## src/rtl/counter_ctrl_unit_pkg.sv

```systemverilog
// Shared definitions for the counter control front-end and the counter top:
// FSM state encoding, button indices and the debounce tick divisor.
package counter_pkg;

    typedef enum logic [1:0] {
        ST_STOP  = 2'd0,
        ST_RUN   = 2'd1,
        ST_CLEAR = 2'd2
    } state_e;

    // Button slot indices in the debouncer array
    localparam int BTN_RUN   = 0;
    localparam int BTN_CLR   = 1;
    localparam int BTN_MODE  = 2;
    localparam int NUM_BTN   = 3;

    // Default build: 100 MHz clock, 1 kHz sampling, 8 equal samples
    localparam int DEF_CLK_FREQ  = 100_000_000;
    localparam int DEF_SAMPLE_HZ = 1000;
    localparam int DEF_DB_DEPTH  = 8;

    // Clock cycles per debounce sample; must come out >= 2
    function automatic int calc_div(input int clk_freq, input int sample_hz);
        return clk_freq / sample_hz;
    endfunction

    localparam int DIV = calc_div(DEF_CLK_FREQ, DEF_SAMPLE_HZ);

endpackage

```

## src/rtl/counter_ctrl_unit_if.sv

```systemverilog
// Button inputs and control outputs of the counter control stage.
// master = whoever drives the buttons, slave = the control unit itself.
interface counter_ctrl_unit_if;
    logic       btn_run_stop;
    logic       btn_clear;
    logic       btn_mode;
    logic       enable;
    logic       clear;
    logic       mode;
    logic [1:0] state;

    modport master (
        output btn_run_stop, btn_clear, btn_mode,
        input  enable, clear, mode, state
    );

    modport slave (
        input  btn_run_stop, btn_clear, btn_mode,
        output enable, clear, mode, state
    );
endinterface

```

## src/rtl/counter_ctrl_unit_debounce.sv

```systemverilog
// One push-button channel: 2-flop synchroniser, tick-sampled debouncer that
// needs DB_DEPTH equal samples to change level, and rising-edge detector.
module btn_debounce #(
    parameter int DB_DEPTH = 8
) (
    input  logic clk,
    input  logic rst,
    input  logic tick,
    input  logic btn_in,
    output logic btn_level,
    output logic btn_press
);

    logic [1:0]          sync_q;
    logic [DB_DEPTH-1:0] shift_q, shift_d;
    logic                level_q, level_d;
    logic                level_dly_q;

    // Bring the asynchronous button into the clk domain
    always_ff @(posedge clk or posedge rst) begin
        if (rst) sync_q <= 2'b00;
        else     sync_q <= {sync_q[0], btn_in};
    end

    // Sample on tick; the level only moves once the whole window agrees,
    // judged on the window including the sample just taken
    always_comb begin
        shift_d = shift_q;
        level_d = level_q;
        if (tick) begin
            shift_d = {shift_q[DB_DEPTH-2:0], sync_q[1]};
            if (&shift_d)       level_d = 1'b1;
            else if (~|shift_d) level_d = 1'b0;
        end
    end

    // Debounce window, debounced level and its one-cycle delayed copy
    always_ff @(posedge clk or posedge rst) begin
        if (rst) begin
            shift_q     <= '0;
            level_q     <= 1'b0;
            level_dly_q <= 1'b0;
        end else begin
            shift_q     <= shift_d;
            level_q     <= level_d;
            level_dly_q <= level_q;
        end
    end

    assign btn_level = level_q;
    // High for the single cycle after the debounced level rises
    assign btn_press = level_q & ~level_dly_q;

endmodule

```

## src/rtl/counter_ctrl_unit.sv

```systemverilog
// Counter front-end control: shared debounce tick, three button channels,
// run/stop/clear FSM and the count-direction toggle.
module counter_ctrl_unit
    import counter_pkg::*;
#(
    parameter int CLK_FREQ  = DEF_CLK_FREQ,
    parameter int SAMPLE_HZ = DEF_SAMPLE_HZ,
    parameter int DB_DEPTH  = DEF_DB_DEPTH
) (
    input  logic                 clk,
    input  logic                 rst,
    counter_ctrl_unit_if.slave   bus
);

    localparam int LDIV = calc_div(CLK_FREQ, SAMPLE_HZ);
    localparam int CW   = (LDIV <= 2) ? 1 : $clog2(LDIV);

    logic [CW-1:0]        tick_cnt_q, tick_cnt_d;
    logic                 tick;
    logic [NUM_BTN-1:0]   btn_raw;
    logic [NUM_BTN-1:0]   btn_lvl_unused;
    logic [NUM_BTN-1:0]   btn_prs;
    state_e               state_q, state_d;
    logic                 mode_q, mode_d;

    assign tick       = (tick_cnt_q == CW'(LDIV - 1));
    assign tick_cnt_d = tick ? '0 : tick_cnt_q + 1'b1;

    // Free-running sample divisor, shared by all button channels
    always_ff @(posedge clk or posedge rst) begin
        if (rst) tick_cnt_q <= '0;
        else     tick_cnt_q <= tick_cnt_d;
    end

    assign btn_raw[BTN_RUN]  = bus.btn_run_stop;
    assign btn_raw[BTN_CLR]  = bus.btn_clear;
    assign btn_raw[BTN_MODE] = bus.btn_mode;

    btn_debounce #(.DB_DEPTH(DB_DEPTH)) u_db [NUM_BTN-1:0] (
        .clk       (clk),
        .rst       (rst),
        .tick      (tick),
        .btn_in    (btn_raw),
        .btn_level (btn_lvl_unused),
        .btn_press (btn_prs)
    );

    // Run toggles STOP/RUN; clear only from STOP and lasts one cycle;
    // run wins over clear when both land together
    always_comb begin
        state_d = state_q;
        case (state_q)
            ST_STOP: begin
                if (btn_prs[BTN_RUN])      state_d = ST_RUN;
                else if (btn_prs[BTN_CLR]) state_d = ST_CLEAR;
            end
            ST_RUN: begin
                if (btn_prs[BTN_RUN])      state_d = ST_STOP;
            end
            ST_CLEAR: state_d = ST_STOP;
            default:  state_d = ST_STOP;
        endcase
        mode_d = mode_q ^ btn_prs[BTN_MODE];
    end

    // State and direction registers
    always_ff @(posedge clk or posedge rst) begin
        if (rst) begin
            state_q <= ST_STOP;
            mode_q  <= 1'b0;
        end else begin
            state_q <= state_d;
            mode_q  <= mode_d;
        end
    end

    assign bus.enable = (state_q == ST_RUN);
    assign bus.clear  = (state_q == ST_CLEAR);
    assign bus.mode   = mode_q;
    assign bus.state  = state_q;

endmodule

```

## src/flat_wrapper.sv

```systemverilog
// flat-port wrapper written by rule: the top's interface ports become plain ports
module counter_ctrl_unit_flat import counter_pkg::*;
#(
    parameter int CLK_FREQ  = DEF_CLK_FREQ,
    parameter int SAMPLE_HZ = DEF_SAMPLE_HZ,
    parameter int DB_DEPTH  = DEF_DB_DEPTH
)
  (clk, rst, bus_btn_run_stop, bus_btn_clear, bus_btn_mode, bus_enable, bus_clear, bus_mode, bus_state);
  counter_ctrl_unit_if bus_i ();
  input  logic clk;
  input  logic rst;
  input wire logic [$bits(bus_i.btn_run_stop)-1:0] bus_btn_run_stop;
  input wire logic [$bits(bus_i.btn_clear)-1:0] bus_btn_clear;
  input wire logic [$bits(bus_i.btn_mode)-1:0] bus_btn_mode;
  output wire logic [$bits(bus_i.enable)-1:0] bus_enable;
  output wire logic [$bits(bus_i.clear)-1:0] bus_clear;
  output wire logic [$bits(bus_i.mode)-1:0] bus_mode;
  output wire logic [$bits(bus_i.state)-1:0] bus_state;
  assign bus_i.btn_run_stop = bus_btn_run_stop;
  assign bus_i.btn_clear = bus_btn_clear;
  assign bus_i.btn_mode = bus_btn_mode;
  assign bus_enable = bus_i.enable;
  assign bus_clear = bus_i.clear;
  assign bus_mode = bus_i.mode;
  assign bus_state = bus_i.state;
  counter_ctrl_unit #(.CLK_FREQ(CLK_FREQ), .SAMPLE_HZ(SAMPLE_HZ), .DB_DEPTH(DB_DEPTH)) u_core (.clk(clk), .rst(rst), .bus(bus_i));
endmodule
```

## config.mk

```make
export PLATFORM = sky130hd
export DESIGN_NAME = counter_ctrl_unit_flat
export DESIGN_NICKNAME = d
export VERILOG_FILES = /design/src/rtl/counter_ctrl_unit_pkg.sv /design/src/rtl/counter_ctrl_unit_if.sv /design/src/rtl/counter_ctrl_unit_debounce.sv /design/src/rtl/counter_ctrl_unit.sv /design/src/flat_wrapper.sv
export SDC_FILE = /design/constraint.sdc
export NUM_CORES = 1
export LEC_CHECK = 0
export CORE_ASPECT_RATIO = 0.7
export CORE_UTILIZATION = 66
export DETAILED_ROUTE_END_ITERATION = 7
export DONT_BUFFER_PORTS = 1
export PLACE_DENSITY = 0.8
export REMOVE_ABC_BUFFERS = 1
export SLEW_MARGIN = 25
export SYNTH_ARGS = -nofsm -noshare
export SYNTH_HDL_FRONTEND = slang
export SYNTH_SLANG_ARGS = --single-unit
export TNS_END_PERCENT = 20
```

## constraint.sdc

```tcl
create_clock -name clk -period 4.9 [get_ports clk]
set_clock_uncertainty 0.15 [all_clocks]
set_input_delay 0 -clock clk [delete_from_list [all_inputs] [get_ports clk]]
set_output_delay 0 -clock clk [all_outputs]
set_load 0.02 [all_outputs]
```

== Yosys cells after proc, flatten, opt, wreduce, memory -nomap -nowiden ==
Index checks and enable logic that the tools add are counted.

* Flip-flop bits (word level): 53
* Latch bits: 0
* RAM bits: 0
* ROM bits: 0
* Word-level logic and storage cells: 53
* Memories: 0

* Add/sub/neg operators: 1
* $mul: 0
* Divide/modulo/power cells: 0
* Magnitude comparators: 0
* Eq/ne operators: 8
* Shifts and indexed selects: 0
* Mux-type cells: 11
* Bitwise gates (word level): 7
* Reduce and logical (&&, ||, !) cells: 11

{| class="wikitable"
|+ Operators by type and width
! kind !! number
|-
| AND reduction 8 bit || 3
|-
| OR reduction 8 bit || 3
|-
| adder 17 x 1 -> 17 bit, second input constant || 1
|-
| == test 17 bit, second input constant || 1
|-
| two-way mux 17 bit || 1
|-
| AND reduction 2 bit || 4
|-
| two-way mux 1 bit || 6
|-
| two-way mux 2 bit || 3
|-
| != test 2 bit, second input constant || 3
|-
| one-hot mux 2 bit (2 select lines) || 1
|-
| bitwise AND 1 bit || 3
|-
| != test 3 bit, second input constant || 1
|-
| inverter 1 bit || 3
|-
| == test 2 x 1 -> 1 bit, second input constant || 1
|-
| == test 2 bit, second input constant || 1
|-
| logical NOT 2 bit || 1
|-
| != test 2 x 1 -> 1 bit, second input constant || 1
|-
| bitwise XOR 1 bit || 1
|}

== Longest topological paths before layout ==
Gate-level depths: netlist (run 1).

* Word-level depth: 5
* Depth in mapped cells: 6

== By module ==
From an unflattened synthesis (run 1), not the netlist that was laid out.

* Cells, all modules: 177
* Area total of the unflattened synthesis: 2212.1 um^2

{| class="wikitable"
|+ Modules (own cells, without submodules)
! module !! instances !! cells an instance !! area each (um^2) !! seq. area each (um^2)
|-
| btn_debounce || 3 || 31 || 422.9 || 275.3
|-
| counter_ctrl_unit || 1 || 84 || 943.4 || 500.5
|}

== Least setup slack after synthesis (run 1) ==
Ideal clock, no wire load.

* Path kind: register to register
* Start: register u_core.tick_cnt_q[8]
* End: register u_core.u_db[1].shift_q[4]
* Setup time: 0.125 ns
* Arrival time: 1.789 ns
* Path slack: 2.836 ns
* Cell stages (with the launch flop): 5
* Path buffers: 1
* Clock period less this slack: 2.064 ns
* Path through: dfrtp_1 > or4b_4 > nor4_4 > buf_4 > mux2_2

* Word-level cells in the longest chain between the ends: 1

{| class="wikitable"
|+ RTL lines
! element !! RTL line !! RTL
|-
| start: declaration || counter_ctrl_unit.sv:18 || <nowiki>logic [CW-1:0] tick_cnt_q, tick_cnt_d;</nowiki>
|-
| start signal: assignment || counter_ctrl_unit.sv:32 || <nowiki>else tick_cnt_q <= tick_cnt_d;</nowiki>
|-
| == test 17 bit || counter_ctrl_unit.sv:26 || <nowiki>assign tick = (tick_cnt_q == CW'(LDIV - 1));</nowiki>
|-
| end signal: assignment || counter_ctrl_unit_debounce.sv:44 || <nowiki>shift_q <= shift_d;</nowiki>
|-
| end: declaration || counter_ctrl_unit_debounce.sv:15 || <nowiki>logic [DB_DEPTH-1:0] shift_q, shift_d;</nowiki>
|}

Every way passes these cells.
A chain may end at the register's enable or synchronous reset.

== Worst setup path after layout (run 1) ==
* Start: register u_core.tick_cnt_q[8]
* End: register u_core.u_db[2].shift_q[6]

* Word-level cells in the longest chain between the ends: 1

{| class="wikitable"
|+ RTL lines
! element !! RTL line
|-
| == test 17 bit || counter_ctrl_unit.sv:26
|-
| end signal: assignment || counter_ctrl_unit_debounce.sv:44
|-
| end: declaration || counter_ctrl_unit_debounce.sv:15
|}

Every way passes these cells.

==> summary.txt, run 1 <==
Min path
  • HP Class: input port to flip-flop

Floorplan
  • Row count: 17
  • I/O pin cnt: 10
  • Die height: 50.2 µm
  • Die Width: 70.9 µm
  • Die area: 0.00356 mm²
  • CORE AREA: between 0.003 and 0.004 mm²
  • Initial Util: 0.697

Timing
  • Fin. Hold Viols: 0
  • Final period utilization: 0.526
  • Crit path time final: 2.58 ns
  • Final Max Slew Viols: 0
  • Least-Margin Pin Slew: 0.841 ns
  • Fin Setup TNS: 0 ns
  • Max_slew headroom: 0.439
  • Endpoints failing setup: 0
  • Unrepaired setup endpoints after global routing: no
  • Max Clk Rate: 0.388 GHz

Drt
  • Final WL: 3640 µm
  • Post-route ant nets: 0
  • Post-route DRC: 0
  • DR pass1 iterations: 4
  • Vias after detailed routing: roughly 1.3k
  • Iteration-0 DRC Markers: 117
  • Wire per inst: 16.7 µm
  • Detail-routed via count per cell: 6.06

CTS
  • CTS max path bufs: 2
  • CTS root buf: clkbuf_8
  • Setup bufs post-CTS: 0
  • CTS H-Tree Depth: 2
  • CTS Sinks: 53
  • Number of buffers created by CTS: 5
  • Post-CTS Resized: 0
  • Hold-fix buffers, CTS: 4
  • Clock slew at reported path FFs: 0.09 ns
  • CTS tree: done
  • Clk Latency, worst-skew pair: around 0.31 ns

Critical path
  • Crit path max fanout: 23
  • CP endpoint kind: flip-flop
  • Arr. time, crit path: 2.63 ns
  • Setup CP Type: flip-flop to flip-flop
  • Required time of the critical path: between 4 and 5 ns
  • Type of origin of the critical path: flip-flop

Synthesis
  • YS warnings: 0
  • Sequential area share after synthesis: 0.605
  • Number of synthesized flops with an enable pin: 0
  • Post-synth top area cell: dfrtp_1
  • Post-Syn Area: 0.00219 mm²
  • Most frequent cell after synthesis: dfrtp_1
  • Synth top cells by count: 53 x dfrtp_1, 20 x mux2_2, 16 x nor2_1
  • Top post-synthesis cells by area: dfrtp_1 60%, mux2_2 10%, xnor2_1 5.6%
  • Cells after Synth: 171
  • Async SR Flop Fraction: 1.00
  • Syn_area_per_cell: 12.8 µm²
  • Most used DFF post-synth: dfrtp_1
  • FF+latch count, synth: 53
  • Synth unique cells: 26
  • Share of the synthesized area in the top cell type: 0.605

Placement
  • Placed insts: approximately 210
  • DP HPWL: approximately 2400 µm
  • PortBufs: 0
  • Placer's final routability congestion estimate: ~0.79
  • Post-Place Cell Area: between 0.002 and 0.0025 mm²

Layout
  • # diodes: 0
  • Fillers: slightly below 200
  • Fin area: 0.00237 mm²
  • Share of cells above drive strength 1: 0.178
  • Nets: ~190
  • Post-Layout Cell Count: ~220
  • Layout Area Growth over Synthesis: 8.27%

Global route
  • Pin count of the biggest net entering global routing: 54
  • First-pass GRT wire length: 6310 µm
  • GRT Total Usage: 0.243
  • Overflow after GRT: 0
  • Initial antenna violation count: 0
  • Vias in the first global route: 1,308

Power and ir drop
  • Total power: 758 µW
  • Worst vdd ir: 0.226 mV
  • Pleak: 1.08 nW
  • Pwr per Cell Area: 319 mW/mm²

Flow run
  • Number of max-cap violations: 0

Run status
  • Outcome: complete, no violations
## where the power goes
part           internal [mW]  total [mW]  leakage, nW  switching, mW
clock                  0.166       0.306       0.0574          0.140
sequential             0.439       0.441        0.712        0.00124
combinational        0.00278      0.0112        0.314        0.00844
## metrics by stage
stage           util  hold WS (ns)  setup WS, ns
3_5_place_dp   0.703        -0.119          2.36
4_1_cts        0.754        0.0790          2.34
2_1_floorplan      -        -0.119          2.25
3_3_place_gp   0.703        -0.119          2.42
6_report       0.754        0.0898          2.32
5_1_grt        0.754        0.0739          2.19
## final cells by class
| cell class | instances | area [µm²] | share of cell area |
|---|---|---|---|
| Sequential cell | 53 | 1330 | 0.558 |
| Multi-Input combinational cell | 111 | 821 | 0.346 |
| Clock buffer | 6 | 82.6 | 0.0348 |
| Timing Repair Buffer | 5 | 47.5 | 0.0200 |
| Tap cell | 38 | 47.5 | 0.0200 |
| Clock inverter | 2 | 37.5 | 0.0158 |
| Inverter | 3 | 12.5 | 0.00527 |
## worst paths after layout
check | start | to | slack (ns) | cells after the start
min | bus_btn_mode | u_core.u_db[2].sync_q[0]$_DFF_PP0_ | 0.09 | 1
max reg2reg | u_core.tick_cnt_q[8]$_DFF_PP0_ | u_core.u_db[2].shift_q[6]$_DFFE_PP0N_ | 2.32 | 4
max in group asynchronous | rst | u_core.tick_cnt_q[11]$_DFF_PP0_ | 3.96 | 2
min in group asynchronous | rst | u_core.u_db[2].shift_q[5]$_DFFE_PP0N_ | 0.14 | 2
min reg2reg | u_core.u_db[2].sync_q[0]$_DFF_PP0_ | u_core.u_db[2].sync_q[1]$_DFF_PP0_ | 0.21 | 0
max | u_core.tick_cnt_q[8]$_DFF_PP0_ | u_core.u_db[2].shift_q[6]$_DFFE_PP0N_ | 2.32 | 4
## critical path, cell delays in order (launching register included)
cell and delay [ns]:
dfrtp_1 0.46, or4b_4 0.58, nor4_4 0.52, buf_4 0.38
mux2_2 0.37
## cells in the final DEF (no fill, tap or decap)
master and instances:
dfrtp_1 53, mux2_2 20, nor2_1 16, xnor2_1 14, nand4_1 13, nor4_1 10
nand3_1 7, nand2_1 6, clkbuf_8 6, nor2b_1 4, dlygate4sd3_1 4, nor3_1 3
xor2_1 3, a22o_1 3, inv_1 2, nand4b_1 2, nand2b_1 2, or4b_4 1
nor4b_1 1, nor4_4 1, and4_1 1, and3_1 1, clkinv_2 1, and2_1 1
mux2_1 1, ha_1 1, clkinvlp_4 1, bufinv_16 1, buf_4 1
## cells by family after synthesis
| family | share of synthesized area |
|---|---|
| compound gates | 0.0120 |
| xor+xnor | 0.0679 |
| fa+ha+maj | 0.00570 |
| buf+inv | 0.0211 |
| flops | 0.605 |
| mux | 0.108 |
| simple gates | 0.181 |
## flip-flops by register name, summed over array words and instances (netlist names)
signal,count
u_core.u_db.sync_q,6
u_core.u_db.level_dly_q,3
u_core.tick_cnt_q,17
u_core.u_db.shift_q,21
u_core.bus.mode,1
u_core.bus.state,2
u_core.u_db.btn_level,3
## layer usage
| layer | vias to the layer above | global-route usage | wire [µm] |
|---|---|---|---|
| met2 | 22 | 0.353 | 1700 |
| met5 | - | 0 | 0 |
| met4 | 0 | 0.0800 | 46 |
| met3 | 7 | 0.0783 | 164 |
| met1 | 667 | 0.350 | 1740 |
| li1 | 624 | - | - |
(Power assumes the default switching activity.)
==> inputs of run 2 (changes only) <==
--- a/config.mk
+++ b/config.mk
@@ -5,11 +5,12 @@
 export SDC_FILE = /design/constraint.sdc
 export NUM_CORES = 1
 export LEC_CHECK = 0
+export ABC_AREA = 1
 export CORE_ASPECT_RATIO = 0.7
-export CORE_UTILIZATION = 66
+export CORE_UTILIZATION = 62
 export DETAILED_ROUTE_END_ITERATION = 7
 export DONT_BUFFER_PORTS = 1
-export PLACE_DENSITY = 0.8
+export PLACE_DENSITY = 0.76
 export REMOVE_ABC_BUFFERS = 1
 export SLEW_MARGIN = 25
 export SYNTH_ARGS = -nofsm -noshare
==> constraint.sdc (replaced) <==
create_clock -name clk -period 2.5 [get_ports clk]
set_clock_uncertainty 0.15 [all_clocks]
set_input_delay 0 -clock clk [delete_from_list [all_inputs] [get_ports clk]]
set_output_delay 0 -clock clk [all_outputs]
set_load 0.02 [all_outputs]
==> summary.txt, run 2 <==
Run status
  • Outcome: complete, no violations

Layout
  • Fillers: 285
  • Commonest non-fill, non-tap cells in the layout: 85 x nand2_1, 53 x dfrtp_1, 43 x nor2_1, 39 x nand3_1, 35 x inv_1
  • Share of cells above drive strength 1: 0.0742
  • Number of flip-flops in the largest register: 21
  • Nets: between 300 and 400
  • # diodes: 0
  • Layout Area Growth over Synthesis: 7.04%
  • Largest Register: u_core.u_db.shift_q
  • Post-Layout Cell Count: 360
  • Most common cell after layout, fill and taps aside: nand2_1
  • Largest registers: u_core.u_db.shift_q (21), u_core.tick_cnt_q (17), u_core.u_db.sync_q (6)

CTS
  • Clock slew at reported path FFs: approximately 0.09 ns
  • Hold-fix buffers, CTS: 4
  • CTS max path bufs: 2
  • Clk Latency, worst-skew pair: 0.31 ns
  • CTS tree: done
  • Setup bufs post-CTS: 0
  • CTS root buf: clkbuf_8
  • Post-CTS Resized: 0
  • CTS H-Tree Depth: 2
  • CTS Sinks: 53
  • Number of buffers created by CTS: 5

Placement
  • DP HPWL: 3240 µm
  • Pre-CTS setup slack: 0.782 ns
  • PortBufs: 0
  • Placer's final routability congestion estimate: between 0.9 and 1
  • Placed insts: about 350

Synthesis
  • Number of synthesized flops with an enable pin: 0
  • Post-synth top area cell: dfrtp_1
  • Syn_area_per_cell: 8.23 µm²
  • Async SR Flop Fraction: 1.00
  • Synth top cells by count: 85 x nand2_1, 53 x dfrtp_1, 43 x nor2_1
  • Cells after Synth: 300
  • Xor/xnor cell area share of the yosys netlist: 0.0284
  • Most frequent cell after synthesis: nand2_1
  • Share of the synthesized area in the top cell type: 0.537
  • Largest family of logic cells by synthesized area: simple AND/OR/NAND/NOR gates
  • Synth unique cells: 26
  • Top post-synthesis cells by area: dfrtp_1 54%, nand2_1 13%, nand3_1 7.9%
  • Most used DFF post-synth: dfrtp_1
  • Post-synthesis mux area share: 0
  • Sequential area share after synthesis: 0.537
  • Post-Syn Area: 0.00247 mm²
  • FF+latch count, synth: 53
  • Compound-Gate Fraction of Synth Area: 0.0162
  • YS warnings: 0
  • Post-synthesis adder-cell area fraction: 0.00507
  • Simple logic cell fraction of the synthesized area: 0.335

Drt
  • M1 WL: 2460 µm
  • Detail-routed via count per cell: 5.10
  • Final WL: 4520 µm
  • Post-route ant nets: 0
  • Post-route DRC: 0
  • WL met2: 1770 µm
  • Vias after detailed routing: around 1.8k
  • DR WL met3: 260 µm
  • Wire per inst: between 10 and 15 µm
  • Iteration-0 DRC Markers: 143
  • DR pass1 iterations: 4
  • Top Layer Used: met4

Global route
  • Overflow after GRT: 0
  • First-pass GRT wire length: 7840 µm
  • Pin count of the biggest net entering global routing: 29
  • GRT Total Usage: 0.256
  • Initial antenna violation count: 0
  • Vias in the first global route: 1,643

Timing
  • Final worst setup slack: 0.772 ns
  • Endpoints failing setup: 0
  • Fin. Hold Viols: 0
  • Final Max Slew Viols: 0
  • Crit path time final: 1.73 ns
  • Unrepaired setup endpoints after global routing: no
  • Fin Setup TNS: 0 ns
  • Least-Margin Pin Slew: 0.567 ns
  • Final period utilization: 0.691
  • Max Clk Rate: 0.579 GHz
  • Max_slew headroom: 0.621
  • Hold slack: 0.0493 ns

Critical path
  • Setup CP Type: flip-flop to flip-flop
  • Type of origin of the critical path: flip-flop
  • Arr. time, crit path: 1.78 ns
  • CP max stage delay: about 0.38 ns
  • Critical-path cell list: ha_1 > nand2_2 > nor2_2 > nand2_1 > nor2_4 > nand2_1 > nand2_1 > nor2_1
  • Slowest CP cell: dfrtp_1
  • Cell count of the worst reg-to-reg path: 8
  • Most Frequent Cell on Critical Path: nand2_1
  • Reg2reg start: u_core.tick_cnt_q[0]$_DFF_PP0_
  • Crit path max fanout: 8
  • Reg2reg end: u_core.tick_cnt_q[15]$_DFF_PP0_
  • CP Launch Point: u_core.tick_cnt_q[0]$_DFF_PP0_
  • Required time of the critical path: 2.55 ns
  • CP endpoint kind: flip-flop
  • Reg2Reg Setup Slack: 0.77 ns

Floorplan
  • I/O pin cnt: 10
  • Die Width: 77.4 µm
  • Initial Util: 0.672
  • Die area: 0.00424 mm²
  • Die height: 54.8 µm
  • CORE AREA: between 0.003 and 0.004 mm²
  • Row count: 18

Power and ir drop
  • Pwr per Cell Area: 526 mW/mm²
  • Worst vdd ir: 0.417 mV
  • Pleak: 1.38 nW
  • Total power: 1.39 mW

Min path
  • HP Class: input port to async pin

Flow run
  • Number of max-cap violations: 0
[run 2: changes by cell type after synthesis, sizes merged, moves of 11 or more]
cell	delta
mux2	-21
nor2	+30
nand2	+82
nand3	+33
xnor2	-11
inv	+34
[run 2: worst max path at each step]
stage / endpoint / slack, ns
2_1_floorplan: u_core.tick_cnt_q[3]$_DFF_PP0_ / 0.55
3_3_place_gp: u_core.tick_cnt_q[0]$_DFF_PP0_ / 0.81
3_5_place_dp: u_core.tick_cnt_q[3]$_DFF_PP0_ / 0.78
4_1_cts: u_core.tick_cnt_q[3]$_DFF_PP0_ / 0.77
5_1_grt: u_core.tick_cnt_q[16]$_DFF_PP0_ / 0.58
6_report: u_core.tick_cnt_q[15]$_DFF_PP0_ / 0.77
[run 2: per-stage QoR]
step	cell area (µm²)	util
2_1_floorplan	2410	-
3_3_place_gp	2510	0.683
3_5_place_dp	2510	0.683
4_1_cts	2640	0.720
5_1_grt	2640	0.720
6_report	2640	0.720
[run 2: power breakdown]
part | internal (mW) | switching, mW
Sequential | 0.861 | 0.00260
Combinational | 0.00794 | 0.0201
Clock | 0.225 | 0.274
Total | 1.09 | 0.297
[run 2: layout make-up]
type                       count  area [µm²]  share of cell area
sequential                    53        1330               0.502
multi-input combinational    204         948               0.359
inverter                      37         139              0.0526
clock buffer                   6        82.6              0.0313
timing repair buffer           8        70.1              0.0265
tap                           50        62.6              0.0237
clock inverter                 2        13.8             0.00521
[run 2: worst max-delay path, delay by kind of cell, from the launching register on]
kind | cells | cell delay [ns]
flops | 1 | 0.38
fa+ha+maj | 1 | 0.19
simple gates | 7 | 0.90
[run 2: cells by family (layout without fill, tap and decap cells)]
kind of cell / Yosys count / count (layout)
AOI/OAI and AO/OA: 7 / 7
xor gates and xnor gates: 8 / 8
adders and majority gates: 1 / 1
buffers and inverters: 43 / 53
DFF: 53 / 53
and+or+nand+nor: 188 / 188
[run 2: metal layers]
metal | vias to the layer above | global-route usage
met5 | - | 0
met4 | 0 | 0.0566
met3 | 5 | 0.0700
met2 | 45 | 0.354
met1 | 837 | 0.396
li1 | 949 | -
